## src/rtl/snitch_pkg.sv

```systemverilog
`default_nettype none
// +----------------------------------------------------------------------------+
// | Package : snitch_pkg (with riscv_instr encodings)                          |
// | Brief   : Offload types and MUL/DIV decode for the shared muldiv unit.     |
// | Rev     : 1.0 - initial release                                            |
// +----------------------------------------------------------------------------+

package riscv_instr;
  localparam logic [31:0] MUL    = 32'b0000001??????????000?????0110011;
  localparam logic [31:0] MULH   = 32'b0000001??????????001?????0110011;
  localparam logic [31:0] MULHSU = 32'b0000001??????????010?????0110011;
  localparam logic [31:0] MULHU  = 32'b0000001??????????011?????0110011;
  localparam logic [31:0] DIV    = 32'b0000001??????????100?????0110011;
  localparam logic [31:0] DIVU   = 32'b0000001??????????101?????0110011;
  localparam logic [31:0] REM    = 32'b0000001??????????110?????0110011;
  localparam logic [31:0] REMU   = 32'b0000001??????????111?????0110011;
endpackage

package snitch_pkg;
  localparam int unsigned DataWidth        = 32;
  localparam int unsigned MulDivIterations = 32;

  typedef struct packed {
    logic [31:0]          addr;
    logic [4:0]           id;
    logic [31:0]          data_op;
    logic [DataWidth-1:0] data_arga;
    logic [DataWidth-1:0] data_argb;
    logic [DataWidth-1:0] data_argc;
  } acc_req_t;

  typedef struct packed {
    logic [4:0]           id;
    logic                 error;
    logic [DataWidth-1:0] data;
  } acc_resp_t;

  typedef enum logic [3:0] {
    MUL, MULH, MULHSU, MULHU, DIV, DIVU, REM, REMU, ILLEGAL
  } muldiv_op_e;

  // Only the RV32M encodings decode; the *W variants fall into ILLEGAL.
  function automatic muldiv_op_e decode_muldiv(logic [31:0] instr);
    muldiv_op_e op;
    casez (instr)
      riscv_instr::MUL:    op = MUL;
      riscv_instr::MULH:   op = MULH;
      riscv_instr::MULHSU: op = MULHSU;
      riscv_instr::MULHU:  op = MULHU;
      riscv_instr::DIV:    op = DIV;
      riscv_instr::DIVU:   op = DIVU;
      riscv_instr::REM:    op = REM;
      riscv_instr::REMU:   op = REMU;
      default:             op = ILLEGAL;
    endcase
    return op;
  endfunction
endpackage
`default_nettype wire

```

## src/rtl/snitch_serial_divider.sv

```systemverilog
`default_nettype none
// +----------------------------------------------------------------------------+
// | Module : snitch_serial_divider                                             |
// | Brief  : Restoring radix-2 divider, one quotient bit per cycle.            |
// | Rev    : 1.0 - initial release                                             |
// +----------------------------------------------------------------------------+

module snitch_serial_divider
  import snitch_pkg::*;
(
  input  logic        clk,
  input  logic        rst,
  input  logic        i_start,
  input  logic [31:0] i_dividend,
  input  logic [31:0] i_divisor,
  input  logic        i_signed,
  input  logic        i_rem,
  output logic        o_done,
  output logic [31:0] o_result
);

  logic        r_busy;
  logic [5:0]  r_cnt;
  logic [31:0] r_rem;
  logic [31:0] r_quot;
  logic [31:0] r_divisor;
  logic        r_neg_q;
  logic        r_neg_r;
  logic        r_want_rem;

  logic        w_dvd_neg;
  logic        w_dvs_neg;
  logic [31:0] w_dvd_mag;
  logic [31:0] w_dvs_mag;
  logic [32:0] w_shift;
  logic [32:0] w_diff;
  logic        w_ge;
  logic [31:0] w_rem_next;
  logic [31:0] w_quot_next;
  logic        w_last;
  logic        w_unused;

  assign w_dvd_neg = i_signed & i_dividend[31];
  assign w_dvs_neg = i_signed & i_divisor[31];
  assign w_dvd_mag = w_dvd_neg ? (32'd0 - i_dividend) : i_dividend;
  assign w_dvs_mag = w_dvs_neg ? (32'd0 - i_divisor) : i_divisor;

  // Quotient register doubles as the dividend shift source.
  assign w_shift     = {r_rem, r_quot[31]};
  assign w_diff      = w_shift - {1'b0, r_divisor};
  assign w_ge        = (w_shift >= {1'b0, r_divisor});
  assign w_rem_next  = w_ge ? w_diff[31:0] : w_shift[31:0];
  assign w_quot_next = {r_quot[30:0], w_ge};
  assign w_last      = (r_cnt == 6'(MulDivIterations - 1));
  assign w_unused    = w_diff[32];

  // Result is taken from the final iteration combinationally, with sign fix-up.
  assign o_done   = r_busy & w_last;
  assign o_result = r_want_rem ? (r_neg_r ? (32'd0 - w_rem_next) : w_rem_next)
                               : (r_neg_q ? (32'd0 - w_quot_next) : w_quot_next);

  always_ff @(posedge clk or posedge rst) begin
    if (rst) begin
      r_busy     <= 1'b0;
      r_cnt      <= '0;
      r_rem      <= '0;
      r_quot     <= '0;
      r_divisor  <= '0;
      r_neg_q    <= 1'b0;
      r_neg_r    <= 1'b0;
      r_want_rem <= 1'b0;
    end else if (i_start) begin
      r_busy     <= 1'b1;
      r_cnt      <= '0;
      r_rem      <= '0;
      r_quot     <= w_dvd_mag;
      r_divisor  <= w_dvs_mag;
      r_neg_q    <= w_dvd_neg ^ w_dvs_neg;
      r_neg_r    <= w_dvd_neg;
      r_want_rem <= i_rem;
    end else if (r_busy) begin
      r_rem  <= w_rem_next;
      r_quot <= w_quot_next;
      if (w_last) begin
        r_busy <= 1'b0;
        r_cnt  <= '0;
      end else begin
        r_cnt  <= r_cnt + 6'd1;
      end
    end
  end

endmodule
`default_nettype wire

```

## src/rtl/snitch_shared_muldiv.sv

```systemverilog
`default_nettype none
// +----------------------------------------------------------------------------+
// | Module : snitch_shared_muldiv                                              |
// | Brief  : Shared MUL/DIV offload responder; optional SNITCH_MULDIV_EARLY_OUT_EN |
// |          enables the |dividend| < |divisor| divide shortcut.               |
// | Rev    : 1.0 - initial release                                             |
// +----------------------------------------------------------------------------+

module snitch_shared_muldiv
  import snitch_pkg::*;
(
  input  logic      clk_i,
  input  logic      rst_i,
  input  acc_req_t  acc_req_i,
  input  logic      acc_req_valid_i,
  output logic      acc_req_ready_o,
  output acc_resp_t acc_resp_o,
  output logic      acc_resp_valid_o,
  input  logic      acc_resp_ready_i
);

  typedef enum logic [1:0] {S_IDLE, S_DIV, S_RESP} state_e;

  state_e      r_state;
  state_e      w_state_next;
  acc_resp_t   r_resp;

  muldiv_op_e  w_op;
  logic [31:0] w_a;
  logic [31:0] w_b;
  logic        w_accept;
  logic        w_a_sgn;
  logic        w_b_sgn;
  logic signed [65:0] w_pa;
  logic signed [65:0] w_pb;
  logic signed [65:0] w_prod;
  logic [31:0] w_mul_res;
  logic        w_is_div;
  logic        w_is_rem;
  logic        w_div_signed;
  logic        w_div_zero;
  logic        w_div_ovf;
  logic        w_early;
  logic        w_div_fast;
  logic        w_div_start;
  logic        w_div_done;
  logic [31:0] w_div_result;
  logic [31:0] w_imm_data;
  logic        w_unused;

  assign w_op     = decode_muldiv(acc_req_i.data_op);
  assign w_a      = acc_req_i.data_arga;
  assign w_b      = acc_req_i.data_argb;
  assign w_accept = acc_req_valid_i & acc_req_ready_o;
  assign w_unused = ^{acc_req_i.addr, acc_req_i.data_argc, w_prod[65:64]};

  // 33x33 product: the extra top bit carries the operand's sign when signed.
  assign w_a_sgn   = ((w_op == MULH) || (w_op == MULHSU)) & w_a[31];
  assign w_b_sgn   = (w_op == MULH) & w_b[31];
  assign w_pa      = 66'($signed({w_a_sgn, w_a}));
  assign w_pb      = 66'($signed({w_b_sgn, w_b}));
  assign w_prod    = w_pa * w_pb;
  assign w_mul_res = (w_op == MUL) ? w_prod[31:0] : w_prod[63:32];

  assign w_is_div     = w_op inside {DIV, DIVU, REM, REMU};
  assign w_is_rem     = w_op inside {REM, REMU};
  assign w_div_signed = w_op inside {DIV, REM};
  assign w_div_zero   = (w_b == 32'd0);
  assign w_div_ovf    = w_div_signed & (w_a == 32'h8000_0000) & (w_b == 32'hFFFF_FFFF);

`ifdef SNITCH_MULDIV_EARLY_OUT_EN
  logic [31:0] w_mag_a;
  logic [31:0] w_mag_b;
  assign w_mag_a = (w_div_signed & w_a[31]) ? (32'd0 - w_a) : w_a;
  assign w_mag_b = (w_div_signed & w_b[31]) ? (32'd0 - w_b) : w_b;
  assign w_early = (w_mag_a < w_mag_b);
`else
  assign w_early = 1'b0;
`endif

  assign w_div_fast  = w_div_zero | w_div_ovf | w_early;
  assign w_div_start = w_accept & w_is_div & ~w_div_fast;

  // The last branch only matters for the early-out; otherwise the divider overwrites it.
  always_comb begin
    w_imm_data = w_mul_res;
    if (w_op == ILLEGAL) begin
      w_imm_data = '0;
    end else if (w_is_div) begin
      if (w_div_zero)     w_imm_data = w_is_rem ? w_a : 32'hFFFF_FFFF;
      else if (w_div_ovf) w_imm_data = w_is_rem ? 32'd0 : 32'h8000_0000;
      else                w_imm_data = w_is_rem ? w_a : 32'd0;
    end
  end

  snitch_serial_divider u_divider (
    .clk        (clk_i),
    .rst        (rst_i),
    .i_start    (w_div_start),
    .i_dividend (w_a),
    .i_divisor  (w_b),
    .i_signed   (w_div_signed),
    .i_rem      (w_is_rem),
    .o_done     (w_div_done),
    .o_result   (w_div_result)
  );

  always_ff @(posedge clk_i or posedge rst_i) begin
    if (rst_i) r_state <= S_IDLE;
    else       r_state <= w_state_next;
  end

  always_comb begin
    w_state_next     = r_state;
    acc_req_ready_o  = 1'b0;
    acc_resp_valid_o = 1'b0;
    case (r_state)
      S_IDLE: begin
        acc_req_ready_o = 1'b1;
        if (acc_req_valid_i) w_state_next = (w_is_div && !w_div_fast) ? S_DIV : S_RESP;
      end
      S_DIV: begin
        if (w_div_done) w_state_next = S_RESP;
      end
      S_RESP: begin
        acc_resp_valid_o = 1'b1;
        if (acc_resp_ready_i) w_state_next = S_IDLE;
      end
      default: w_state_next = S_IDLE;
    endcase
  end

  always_ff @(posedge clk_i or posedge rst_i) begin
    if (rst_i) begin
      r_resp <= '0;
    end else if (w_accept) begin
      r_resp.id    <= acc_req_i.id;
      r_resp.error <= (w_op == ILLEGAL);
      r_resp.data  <= w_imm_data;
    end else if ((r_state == S_DIV) && w_div_done) begin
      r_resp.data  <= w_div_result;
    end
  end

  assign acc_resp_o = r_resp;

endmodule
`default_nettype wire

```

## config.mk

```make
export PLATFORM = sky130hd
export DESIGN_NAME = snitch_shared_muldiv
export DESIGN_NICKNAME = d
export VERILOG_FILES = /design/src/rtl/snitch_pkg.sv /design/src/rtl/snitch_serial_divider.sv /design/src/rtl/snitch_shared_muldiv.sv
export SDC_FILE = /design/constraint.sdc
export NUM_CORES = 2
export LEC_CHECK = 0
export CORE_UTILIZATION = 55
export DETAILED_ROUTE_END_ITERATION = 10
export GPL_TIMING_DRIVEN = 0
export PLACE_DENSITY_LB_ADDON = 0.1
export SLEW_MARGIN = 5
export SYNTH_ARGS = -nofsm -noshare
export SYNTH_HDL_FRONTEND = slang
export SYNTH_HIERARCHICAL = 1
export SYNTH_SLANG_ARGS = --single-unit
```

## constraint.sdc

```tcl
create_clock -name clk_i -period 6.2 [get_ports clk_i]
set_input_delay 1.24 -clock clk_i [delete_from_list [all_inputs] [get_ports clk_i]]
set_output_delay 1.24 -clock clk_i [all_outputs]
set_load 0.02 [all_outputs]
```

==> summary.md <==
| Metric | Value |
|---|---|
| WL final | 226700 um |
| Most Crowded Layer GR | met2 |
| Io pins | 209 |
| Avg Cell Area, Syn | 8.502 um2 |
| Final critical-path required period | 9351 ps |
| Critical path arrival | 9700 ps |
| FP Rows | 112 |
| Area after DPL | 55800 um2 |
| H-Tree Depth | 4 |
| CTS tree | yes |
| Slew @ Worst Pin | 1419 ps |
| RSZ-0062 raised after global routing | yes |
| Mapped Area | 51940 um2 |
| Final Max Slew Viols | 0 |
| Post-synthesis net count | 7653 |
| Design Area, Final | 61150 um2 |
| Clock Path Buffers | 2 |
| Synth async-reset ratio | 100.0% |
| Met1 GRT Util | 60.27% |
| Routed vias | 47170 |
| Clock skew | 18.40 ps |
| Setup ws final | -3151 ps |
| Number of synthesized flops with an enable pin | 0 |
| Sequential area share after synthesis | 7.035% |
| Commonest register cell after synthesis | dfrtp_1 |
| First-pass GRT wire length | 322900 um |
| CP Class | input port to register |
| # setup viols final | 32 |
| Clock latency on the worst-skew pair | 460 ps |
| Placer Congestion | 1.027 |
| Vias per cell | 6.131 |
| Initial antenna violation count | 26 |
| Vias in the first global route | 47240 |
| Detailed router's first-iteration violation count | 5901 |
| Hold-fix buffers at CTS | 0 |
| Nets@finish | 7955 |
| Critical Path RT | 6550 ps |
| Endpoint class of the critical path | register |
| Final core utilization | 65.43% |
| Max Freq | 0.1069 GHz |
| Pin count of the biggest net entering global routing | 67 |
| Hold Crit Class | register to register |
| PortBufs | 128 |
| Syn. warnings | 6 |
| Failing checks | negative setup slack |
| Post-synthesis register bit count | 146 |
| Share of post-route cells with drive strength above 1 | 15.01% |
| GRT Overall Usage | 47.96% |
| Worst-path clk slew | 80 ps |
| Routed Antenna Nets | 0 |
| M3 GR Usage | 14.52% |
| Root buffer cell | clkbuf_16 |
| Post-Synthesis Cells | 6109 |
| Status | finished, violations left |
| Core area | 93470 um2 |
| Relative slew slack | 4.525% |
| Netlist cell types | 100 |
| Die ar. | 95660 um2 |
| Slowest-stage cell, CP | fa_2 |
| GRT overflow | 0 |
| M2 GR Usage | 71.38% |
| Die H | 309.3 um |
| DP HPWL | 179700 um |
| Total CTS buffers | 17 |
| Pre-CTS setup slack | -5250 ps |
| Per-cell routed wire length | 29.47 um |
| Crit-path max FO | 8 |
| DR DRC count | 0 |
| Startpoint types | input port |
| Most used cell, CP | fa_1 |
| DRT Pass-1 Iters | 7 |
| Area growth, synth to finish | 17.75% |
| Die Span X | 309.3 um |
| Period utilisation layout | 150.8% |
| Max-cap viol count | 0 |
| Final hold viol count | 0 |
| Initial Util | 55.56% |
| Slowest stage delay, CP | 660 ps |
| CTS sink cnt | 146 |
==> flip-flops by register name, indices dropped and copies added, names as in the netlist, 2 cells and up <==
name / cells
acc_resp_o: 38
u_divider/r_rem: 32
u_divider/r_divisor: 32
r_state: 2
u_divider/r_cnt: 6
u_divider/r_quot: 32
==> cells in the final DEF, fill, tap and decap left out, drive strengths merged, types with 74 or more instances in the layout <==
master and n:
inv 1248, fa 1126, nor2 279, mux2i 74
buf 247, ha 249, o21ai 182, and2 317
xnor2 124, nand2 998, clkbuf 329, dfrtp 146
a21oi 222
==> routing by layer <==
metal / up-vias / wire, um
li1: 19320 / -
met3: 882 / 29640
met4: 16 / 19540
met1: 23710 / 79950
met2: 3249 / 97450
met5: - / 120
==> cells in the mapped netlist, types with 39 or more instances <==
cell type / instances / area [um2]
inv_1: 1239 / 4651
fa_1: 1126 / 22540
nand2_1: 995 / 3735
clkbuf_1: 327 / 1227
and2_1: 315 / 1971
nor2_1: 278 / 1044
ha_1: 249 / 3115
a21oi_1: 219 / 1096
o21ai_0: 170 / 850.8
dfrtp_1: 146 / 3654
xnor2_1: 124 / 1086
mux2i_1: 74 / 740.7
nor3_1: 65 / 325.3
xor2_1: 64 / 560.5
nand3_1: 59 / 295.3
a211oi_1: 49 / 367.9
and3_1: 39 / 244.0
==> critical path, delay by kind of cell <==
kind | cells | cell delay [ps]
adders and majority gates | 9 | 4680
xor gates and xnor gates | 1 | 80
AOI/OAI and AO/OA | 3 | 760
buffers and inverters | 9 | 990
and+or+nand+nor | 9 | 1930
==> final timing paths <==
check,start,end,slack [ps],depth (start not counted)
max in group asynchronous,rst_i,u_divider/r_divisor[16],4260,3
hold reg to reg,acc_resp_o[33],acc_resp_o[33],480,2
setup / recovery,acc_req_i[127],acc_resp_o[31],-3150,31
hold / removal,acc_resp_o[33],acc_resp_o[33],480,2
min in group asynchronous,rst_i,acc_resp_o[34],1160,2
setup reg to reg,u_divider/r_rem[16],acc_resp_o[24],-1610,26
==> repair_timing <==
action	4_1_cts	5_1_grt
setup buffers	117	53
resized for setup	943	180
endpoints found under the setup margin	32	32
pin swaps	168	119
==> per-stage QoR <==
step	TNS (ps)	hold WS [ps]	instances
after floorplan	-74030	452.3	6109
after global placement	-153600	458.9	7491
after detailed placement	-152030	462.4	7494
after CTS	-77930	481.1	7636
after global routing	-87610	515.9	7682
final	-82960	478.9	7694
==> final cells by class <==
cell class | instances | area (um2)
sequential | 146 | 3654
timing repair buffer | 294 | 2658
buffer | 362 | 3724
clock inverter | 15 | 162.7
clock buffer | 17 | 425.4
multi-input combinational | 4350 | 44250
tap | 1254 | 1569
fill | 7950 | 32320
inverter | 1240 | 4674
antenna | 16 | 40.04
==> cells by family (layout without fill, tap and decap cells) <==
family	Yosys count	count (layout)	synth area share, %
buffers and inverters	1613	1928	11.83
multiplexers	81	81	1.578
AND/OR/NAND/NOR	1964	1964	17.75
XOR/XNOR	188	188	3.170
other	0	16	0
adder cells (fa/ha/maj)	1375	1375	49.40
AO/OA/AOI/OAI	742	742	9.237
flip-flops	146	146	7.035
Power is not shown: default switching activity piles up to over one toggle a cycle in this logic, so the estimate is an artifact.
